===== config.mk =====
export PLATFORM = sky130hd
export DESIGN_NAME = control_unit
export DESIGN_NICKNAME = d
export VERILOG_FILES = /design/src/rtl/risc_pkg.sv /design/src/rtl/control_decode.sv /design/src/rtl/control_unit.sv
export SDC_FILE = /design/constraint.sdc
export NUM_CORES = 1
export LEC_CHECK = 0
export CORE_AREA = 2 2 84 86
export DETAILED_ROUTE_END_ITERATION = 8
export DIE_AREA = 0 0 86 88
export PLACE_DENSITY_LB_ADDON = 0.3
export SYNTH_ARGS = -nofsm -noshare
export SYNTH_HDL_FRONTEND = slang
export SYNTH_HIERARCHICAL = 1
export SYNTH_SLANG_ARGS = --single-unit

===== constraint.sdc =====
create_clock -name clk -period 1.85 [get_ports clk]
set_input_delay 0.4625 -clock clk [delete_from_list [all_inputs] [get_ports clk]]
set_output_delay 0.4625 -clock clk [all_outputs]
set_load 0.02 [all_outputs]

===== src/rtl/risc_pkg.sv =====
// Shared encodings for the multicycle RISC control unit: opcodes, field
// positions, ALU/branch codes, FSM states and the decoded-instruction bundle.
package risc_pkg;

   localparam int unsigned OPC_HI   = 31;
   localparam int unsigned OPC_LO   = 26;
   localparam int unsigned CLS_HI   = 31;
   localparam int unsigned CLS_LO   = 30;
   localparam int unsigned FUNCT_HI = 3;
   localparam int unsigned FUNCT_LO = 0;

   localparam logic [5:0] OP_LW   = 6'b100000;
   localparam logic [5:0] OP_SW   = 6'b100001;
   localparam logic [5:0] OP_BEQZ = 6'b110000;
   localparam logic [5:0] OP_BNEZ = 6'b110001;
   localparam logic [5:0] OP_BLTZ = 6'b110010;
   localparam logic [5:0] OP_J    = 6'b110011;
   localparam logic [5:0] OP_HALT = 6'b111111;

   localparam logic [3:0] ALU_ADD = 4'b0000;
   localparam logic [3:0] ALU_SUB = 4'b0001;
   localparam logic [3:0] ALU_AND = 4'b0010;
   localparam logic [3:0] ALU_OR  = 4'b0011;
   localparam logic [3:0] ALU_XOR = 4'b0100;
   localparam logic [3:0] ALU_SLA = 4'b0101;
   localparam logic [3:0] ALU_SRL = 4'b0110;
   localparam logic [3:0] ALU_SRA = 4'b0111;

   typedef enum logic [1:0] {
      CLS_RTYPE  = 2'b00,
      CLS_ALUIMM = 2'b01,
      CLS_MEM    = 2'b10,
      CLS_CTRL   = 2'b11
   } cls_e;

   typedef enum logic [1:0] {
      COND_NEVER = 2'b00,
      COND_EQZ   = 2'b01,
      COND_NEZ   = 2'b10,
      COND_LTZ   = 2'b11
   } opcond_e;

   typedef enum logic [2:0] {
      S_IDLE, S_IF, S_ID, S_EX, S_MEM, S_WB, S_HALT
   } state_e;

   typedef struct packed {
      cls_e       cls;
      logic       is_lw;
      logic       is_sw;
      logic       is_br;
      logic       is_j;
      logic       is_halt;
      logic       is_illegal;
      logic [3:0] alufunc;
      opcond_e    opcond;
   } decode_t;

   typedef struct packed {
      logic       readim;
      logic       ldir;
      logic       ldnpc;
      logic       ldimm;
      logic       ldA;
      logic       ldB;
      logic       alusel1;
      logic       alusel2;
      logic       aluen;
      logic       ldaluout;
      logic [3:0] alufunc;
      opcond_e    opcond;
      logic       seldest;
      logic       regwrite;
      logic       selwb;
      logic       writedmem;
      logic       readdmem;
      logic       ldlmd;
      logic       branch;
      logic       ldpc;
   } ctrl_t;

endpackage


===== src/rtl/control_decode.sv =====
// Combinational instruction decoder: classifies the IR contents and derives
// the ALU function and branch condition for the control FSM.
module control_decode
   import risc_pkg::*;
(
   input  logic [31:0] irout_i,
   output decode_t     dec_o
);

   logic [5:0] opcode;
   logic       unused_fields;

   assign opcode        = irout_i[OPC_HI:OPC_LO];
   assign unused_fields = ^irout_i[OPC_LO-1:FUNCT_HI+1];

   always_comb begin
      dec_o     = '0;
      dec_o.cls = cls_e'(irout_i[CLS_HI:CLS_LO]);
      case (irout_i[CLS_HI:CLS_LO])
         2'b00: dec_o.alufunc = irout_i[FUNCT_HI:FUNCT_LO];
         2'b01: dec_o.alufunc = opcode[3:0];
         2'b10: begin
            dec_o.alufunc    = ALU_ADD;
            dec_o.is_lw      = (opcode == OP_LW);
            dec_o.is_sw      = (opcode == OP_SW);
            dec_o.is_illegal = !((opcode == OP_LW) || (opcode == OP_SW));
         end
         default: begin
            dec_o.alufunc = ALU_ADD;
            dec_o.is_j    = (opcode == OP_J);
            dec_o.is_halt = (opcode == OP_HALT);
            case (opcode)
               OP_BEQZ: dec_o.opcond = COND_EQZ;
               OP_BNEZ: dec_o.opcond = COND_NEZ;
               OP_BLTZ: dec_o.opcond = COND_LTZ;
               default: dec_o.opcond = COND_NEVER;
            endcase
            dec_o.is_br      = (opcode == OP_BEQZ) || (opcode == OP_BNEZ) ||
                               (opcode == OP_BLTZ);
            dec_o.is_illegal = !(dec_o.is_br || dec_o.is_j || dec_o.is_halt);
         end
      endcase
   end

endmodule


===== src/rtl/control_unit.sv =====
// Multicycle control FSM for the RISC datapath: sequences IF/ID/EX/MEM/WB,
// drives registered datapath strobes and counts retired instructions.
module control_unit
   import risc_pkg::*;
#(
   parameter int unsigned CNT_W = 32
) (
   input  logic             clk,
   input  logic             reset,
   input  logic             start,
   input  logic [31:0]      irout,
   output logic             readim,
   output logic             ldir,
   output logic             ldnpc,
   output logic             ldimm,
   output logic             ldA,
   output logic             ldB,
   output logic             alusel1,
   output logic             alusel2,
   output logic             aluen,
   output logic             ldaluout,
   output logic [3:0]       alufunc,
   output logic [1:0]       opcond,
   output logic             seldest,
   output logic             regwrite,
   output logic             selwb,
   output logic             writedmem,
   output logic             readdmem,
   output logic             ldlmd,
   output logic             branch,
   output logic             ldpc,
   output logic             busy,
   output logic             halted,
   output logic             illegal,
   output logic [CNT_W-1:0] retired
);

   decode_t          dec;
   state_e           state_q, state_d;
   ctrl_t            ctrl_q, ctrl_d;
   logic             busy_q, halted_q, illegal_q;
   logic [CNT_W-1:0] retired_q;

   control_decode u_decode (
      .irout_i (irout),
      .dec_o   (dec)
   );

   always_comb begin
      state_d = state_q;
      case (state_q)
         S_IDLE:  if (start) state_d = S_IF;
         S_IF:    state_d = S_ID;
         S_ID:    state_d = (dec.is_halt || dec.is_illegal) ? S_HALT : S_EX;
         S_EX:    state_d = dec.is_j ? S_IF :
                            (dec.is_lw || dec.is_sw || dec.is_br) ? S_MEM : S_WB;
         S_MEM:   state_d = dec.is_lw ? S_WB : S_IF;
         S_WB:    state_d = S_IF;
         S_HALT:  state_d = S_HALT;
         default: state_d = S_IDLE;
      endcase
   end

   // Strobes are decoded for the state being entered so they appear registered;
   // the IR is already stable whenever the target state depends on it.
   always_comb begin
      ctrl_d = '0;
      case (state_d)
         S_IF: begin
            ctrl_d.readim = 1'b1;
            ctrl_d.ldir   = 1'b1;
            ctrl_d.ldnpc  = 1'b1;
            ctrl_d.ldimm  = 1'b1;
         end
         S_ID: begin
            ctrl_d.ldA = 1'b1;
            ctrl_d.ldB = 1'b1;
         end
         S_EX: begin
            if (dec.is_j) begin
               ctrl_d.branch = 1'b1;
               ctrl_d.ldpc   = 1'b1;
            end else begin
               ctrl_d.aluen    = 1'b1;
               ctrl_d.ldaluout = 1'b1;
               ctrl_d.alusel1  = !dec.is_br;
               ctrl_d.alusel2  = (dec.cls != CLS_RTYPE);
               ctrl_d.alufunc  = dec.alufunc;
            end
         end
         S_MEM: begin
            if (dec.is_lw) begin
               ctrl_d.readdmem = 1'b1;
               ctrl_d.ldlmd    = 1'b1;
            end else if (dec.is_sw) begin
               ctrl_d.writedmem = 1'b1;
               ctrl_d.ldpc      = 1'b1;
            end else begin
               ctrl_d.ldpc   = 1'b1;
               ctrl_d.opcond = dec.opcond;
            end
         end
         S_WB: begin
            ctrl_d.regwrite = 1'b1;
            ctrl_d.ldpc     = 1'b1;
            ctrl_d.selwb    = !dec.is_lw;
            ctrl_d.seldest  = (dec.cls != CLS_RTYPE);
         end
         default: ctrl_d = '0;
      endcase
   end

   always_ff @(posedge clk or negedge reset) begin
      if (!reset) begin
         state_q   <= S_IDLE;
         ctrl_q    <= '0;
         busy_q    <= 1'b0;
         halted_q  <= 1'b0;
         illegal_q <= 1'b0;
         retired_q <= '0;
      end else begin
         state_q <= state_d;
         ctrl_q  <= ctrl_d;
         busy_q  <= state_d inside {S_IF, S_ID, S_EX, S_MEM, S_WB};
         if (state_q == S_ID && dec.is_halt)    halted_q  <= 1'b1;
         if (state_q == S_ID && dec.is_illegal) illegal_q <= 1'b1;
         if (ctrl_q.ldpc) retired_q <= retired_q + CNT_W'(1);
      end
   end

   assign readim    = ctrl_q.readim;
   assign ldir      = ctrl_q.ldir;
   assign ldnpc     = ctrl_q.ldnpc;
   assign ldimm     = ctrl_q.ldimm;
   assign ldA       = ctrl_q.ldA;
   assign ldB       = ctrl_q.ldB;
   assign alusel1   = ctrl_q.alusel1;
   assign alusel2   = ctrl_q.alusel2;
   assign aluen     = ctrl_q.aluen;
   assign ldaluout  = ctrl_q.ldaluout;
   assign alufunc   = ctrl_q.alufunc;
   assign opcond    = ctrl_q.opcond;
   assign seldest   = ctrl_q.seldest;
   assign regwrite  = ctrl_q.regwrite;
   assign selwb     = ctrl_q.selwb;
   assign writedmem = ctrl_q.writedmem;
   assign readdmem  = ctrl_q.readdmem;
   assign ldlmd     = ctrl_q.ldlmd;
   assign branch    = ctrl_q.branch;
   assign ldpc      = ctrl_q.ldpc;
   assign busy      = busy_q;
   assign halted    = halted_q;
   assign illegal   = illegal_q;
   assign retired   = retired_q;

endmodule


# == Word-level counts from Yosys, hierarchy flattened ==
# Index checks and enable logic that the tools add are counted.
# Widths: inputs -> output; s select.
# op_classes
n_lt_le_gt_ge,0
reduce_logical,20
n_shift,0
n_div,0
bitwise_logic,0
multipliers,0
add_sub_neg,1
mux,28
n_eq_ne,20
# ops
operator,count
$eq 6x6->1 const B,7
$add 32x1->32 const B,1
$mux 3,7
$pmux 3 s7,1
$mux 2,8
$mux 8,2
$eq 3x3->1 const B,5
$eq 3x2->1 const B,4
$logic_or 1x1->1,8
$pmux 4 s2,1
$eq 3x1->1 const B,2
$pmux 2 s3,1
$mux 1,5
$reduce_bool 5->1,1
$logic_not 1->1,4
$mux 4,1
$logic_not 3->1,1
$pmux 1 s3,1
$reduce_or 3->1,1
$eq 2x1->1 const B,1
$eq 2x2->1 const B,1
$logic_and 1x1->1,2
$logic_not 2->1,1
$pmux 1 s2,1
other kinds (2),2
# word_totals
latch_bits,0
rom_bits,0
mem_bits_rw,0
memories,0
out_inout_bits,59
reg_bits,62
word_cells,94

# == Logic depth before layout (Yosys ltp) ==
# logic_depth
ltp_word,12
ltp_mapped,7
ltp_nobuf,6

# == Cells and area by module ==
# The synthesis kept the hierarchy.
# by_module_without_submodules
mod,instances,seq_area_each_um2,area_each_um2,cells_per_inst
control_unit,1,1401.3,2407.3,213
control_decode,1,0.0,193.9,29

# == Worst setup path after synthesis ==
# OpenSTA, ideal clock, no wires.
# synth_timing
path_type,input -> register
startpoint,input port irout[30]
endpoint,"register busy_q, in the netlist busy"
path_buffers,1
t_required_ns,1.724
setup_ns,0.126
stages,7
t_arrival_ns,2.227
setup_slack_ns,-0.503
path_cell_list,buf_6 or4b_1 nor3_1 nor3_1 nor3_1 a21oi_1 a221o_1
# synth_rtl
element,line,rtl
"start, declared",control_unit.sv:11,"input logic [31:0] irout,"
"end signal, assigned",control_unit.sv:124,"busy_q <= state_d inside {S_IF, S_ID, S_EX, S_MEM, S_WB};"
"end, declared",control_unit.sv:41,"logic busy_q, halted_q, illegal_q;"

==> impl_metrics.toml <==
[grt]
antenna_found_initial = 0
grt_max_degree = 22
grt_pass1_wl_um = 9400
grt_usage_pct = 15.7
grt_pass1_vias = 2078
grt-ovfl-total = 0

[clock_tree]
cts-root-buf = "clkbuf_8"
cts_made_buffers = 5
cts_hold_buf = 0
clock-sinks = 56
clk_latency_ps = 310
path_clk_slew_ps = 100
cts_tree = "done"
cts_max_path_buffers = 2
htreeDepth = 2

[sta]
rsz0062_at_grt = "yes"
setup_tns_ps = 0
fin_ws_ps = 28.0
drv_slew = 0
slew_headroom_pct = 70.8
fin_skew_ps = 11.7
fmax_mhz = 549
setup_viol = 0
finalHoldViolCount = 0
fin_crit_ps = 1820
fin_crit_sh_pct = 98.5
worst_pin_slew_ps = 435

[run_status]
status = "completed"

[setup_path]
critPathCaptureType = "flip-flop"
cp_max_fo = 3
cp_data_arrival_time_ps = 2010
slowest_delay_ps = 560
required_ps = 2040
critPathKind = "in2reg"
crit_path_cell_trace = "buf_6 > or4b_4 > nor3b_4 > nor3_2 > nor3_2 > a21oi_1 > a221o_1"
critPathMostFrequentCell = "nor3_2"
slowest_stage = "or4b_4"
startpoint_type = "primary input"

[pwr]
p_int_w = 0.00240
switching_share_pct = 33.5
irDropWorstVdd_mv = 0.509
pwr-share-clk_pct = 19.2
power_frac_seq_pct = 42.9
power.leakage_nw = 2.00
p_switching_w = 0.00121
power_w = 0.00361
pwr_density_cell_nw_per_um2 = 944
p_comb_share_pct = 38.0

[finish]
nets = 388
diodes = 0
fillCellCount = 578
final_cell_mix = "dfrtp_1 (53), buf_4 (47), clkdlybuf4s50_1 (40), nor2_1 (26), xnor2_1 (18)"
stdcell_count = 433
final-seq-area_um2 = 1410
layout_commonest_cell = "dfrtp_1"
multi_input_area_um2 = 1110
layout-drive-gt1-share_pct = 22.9
area_growth_pct = 47.1
final_util_pct = 57.6

[floorplanning]
die_area_um2 = 7570
initial_core_util_pct = 39.2
pin_count = 94
fp.dieW_um = 86
core_area_um2 = 6640
rows = 30
die_h_um = 88

[placed_design]
hpwlAfterDp_um = 4440
dp_cells = 420
port_buffers = 71
place_ws_ps = -681
gp_congestion = 0.764

[logic_synthesis]
synthCells = 242
ys_top_cells_by_area = "dfrtp_1 (54%), xnor2_1 (6.1%), xor2_1 (4.7%)"
syn_nets = 278
synth_area_per_cell_um2 = 10.7
ys_warn_count = 6
ys_ff_latch = 56
seq_area_frac_synth_pct = 53.9
synth_top_area_cell = "dfrtp_1"
synth_top_flop_cell = "dfrtp_1"
yosys.area.top_type_share_pct = 53.9
synth_edf_count = 0
synth_area_um2 = 2600
synth_cell_type_count = 42
async_flop_share_pct = 100

[route]
ant_nets = 0
drc = 0
vias_per_cell = 4.91
drtIter0Drc = 52
vias = 2124
totalWireLength_um = 5730
first_pass_iters = 4
wl_per_cell_um = 13.2

[min_path]
hp-class = "in2async"

[job]
max_cap_violations = 0
[sequential cells by signal, indices dropped and copies added, names as in the netlist, 2 cells and up]
name	flops
alufunc	4
opcond	2
retired	32
state_q	3
[cell families after synthesis]
kind of cell             count (synthesis)  share of synthesized area [%]
AND/OR/NAND/NOR                        104                           22.7
flip-flops                              56                           53.9
XOR/XNOR                                32                           10.8
buffers and inverters                   25                           5.39
AO/OA/AOI/OAI                           19                           4.81
multiplexers                             5                           1.97
adder cells (fa/ha/maj)                  1                          0.481
[area by class of cell]
class | instances | area share, %
well taps | 80 | 2.62
clock buffers | 6 | 2.16
flip-flops and latches | 56 | 36.7
clock inverters | 2 | 0.392
multi-input cells | 161 | 29.0
repair buffers | 119 | 28.2
inverters | 9 | 0.883
[metrics by stage]
step	cell area (µm²)	hold WS, ps
floorplan	2630	167
global placement	3660	431
global route	3830	93.5
detailed placement	3660	431
CTS	3800	91.6
finish	3830	79.2
[layer usage]
layer | wire (µm) | up-vias | GRT usage, %
li1 | - | 1046 | -
met1 | 2340 | 1022 | 18.3
met2 | 3050 | 52 | 28.9
met3 | 289 | 4 | 3.96
met4 | 42 | 0 | 4.18
met5 | 0 | - | 0
[critical path: cells and delay by family]
kind            cells  cell delay, ps
compound gates      2             450
simple gates        4            1010
buf+inv             1             100
[power groups by stage]
stage	combinational, W	clock, W	sequential [W]
6_report	0.00137	0.000692	0.00155
5_1_grt	0.00147	0.000765	0.00158
4_1_cts	0.00139	0.000717	0.00155
3_5_place_dp	0.00133	0	0.00158
3_3_place_gp	0.00131	0	0.00157
2_1_floorplan	0.000539	0	0.00176
[synthesized netlist by cell type, types with 3 or more instances]
cell type  number
nand4_1         9
xor2_1         14
a21oi_1         4
nor2b_1         5
nand2_1        12
o21ai_0         6
nor4_1          5
nand3_1         7
dfrtp_1        56
a21o_1          3
nor2_1         26
inv_1           9
buf_4           8
clkbuf_1        5
and2_1          5
nor3b_1         6
mux2i_1         4
nor3_1         10
xnor2_1        18
and3_1          3
[path summary, 6_finish.rpt]
check	start	endpoint	slack, ps	cells after the start
max	irout[30]	busy	30	7
max reg2reg	retired[8]	retired[25]	130	4
max in group asynchronous	reset	alufunc[0]	1160	2
min	reset	retired[20]	80	1
min reg2reg	illegal	illegal	470	1
min in group clk	illegal	illegal	470	1
[what timing repair did]
action | in CTS | in global routing
buffers inserted | 5 | 0
pin swaps | 11 | 2
endpoints found under the setup margin | 29 | 20
resized for setup | 38 | 12
cloned | 0 | 0
No activity file was read; power rests on OpenSTA's default activity.
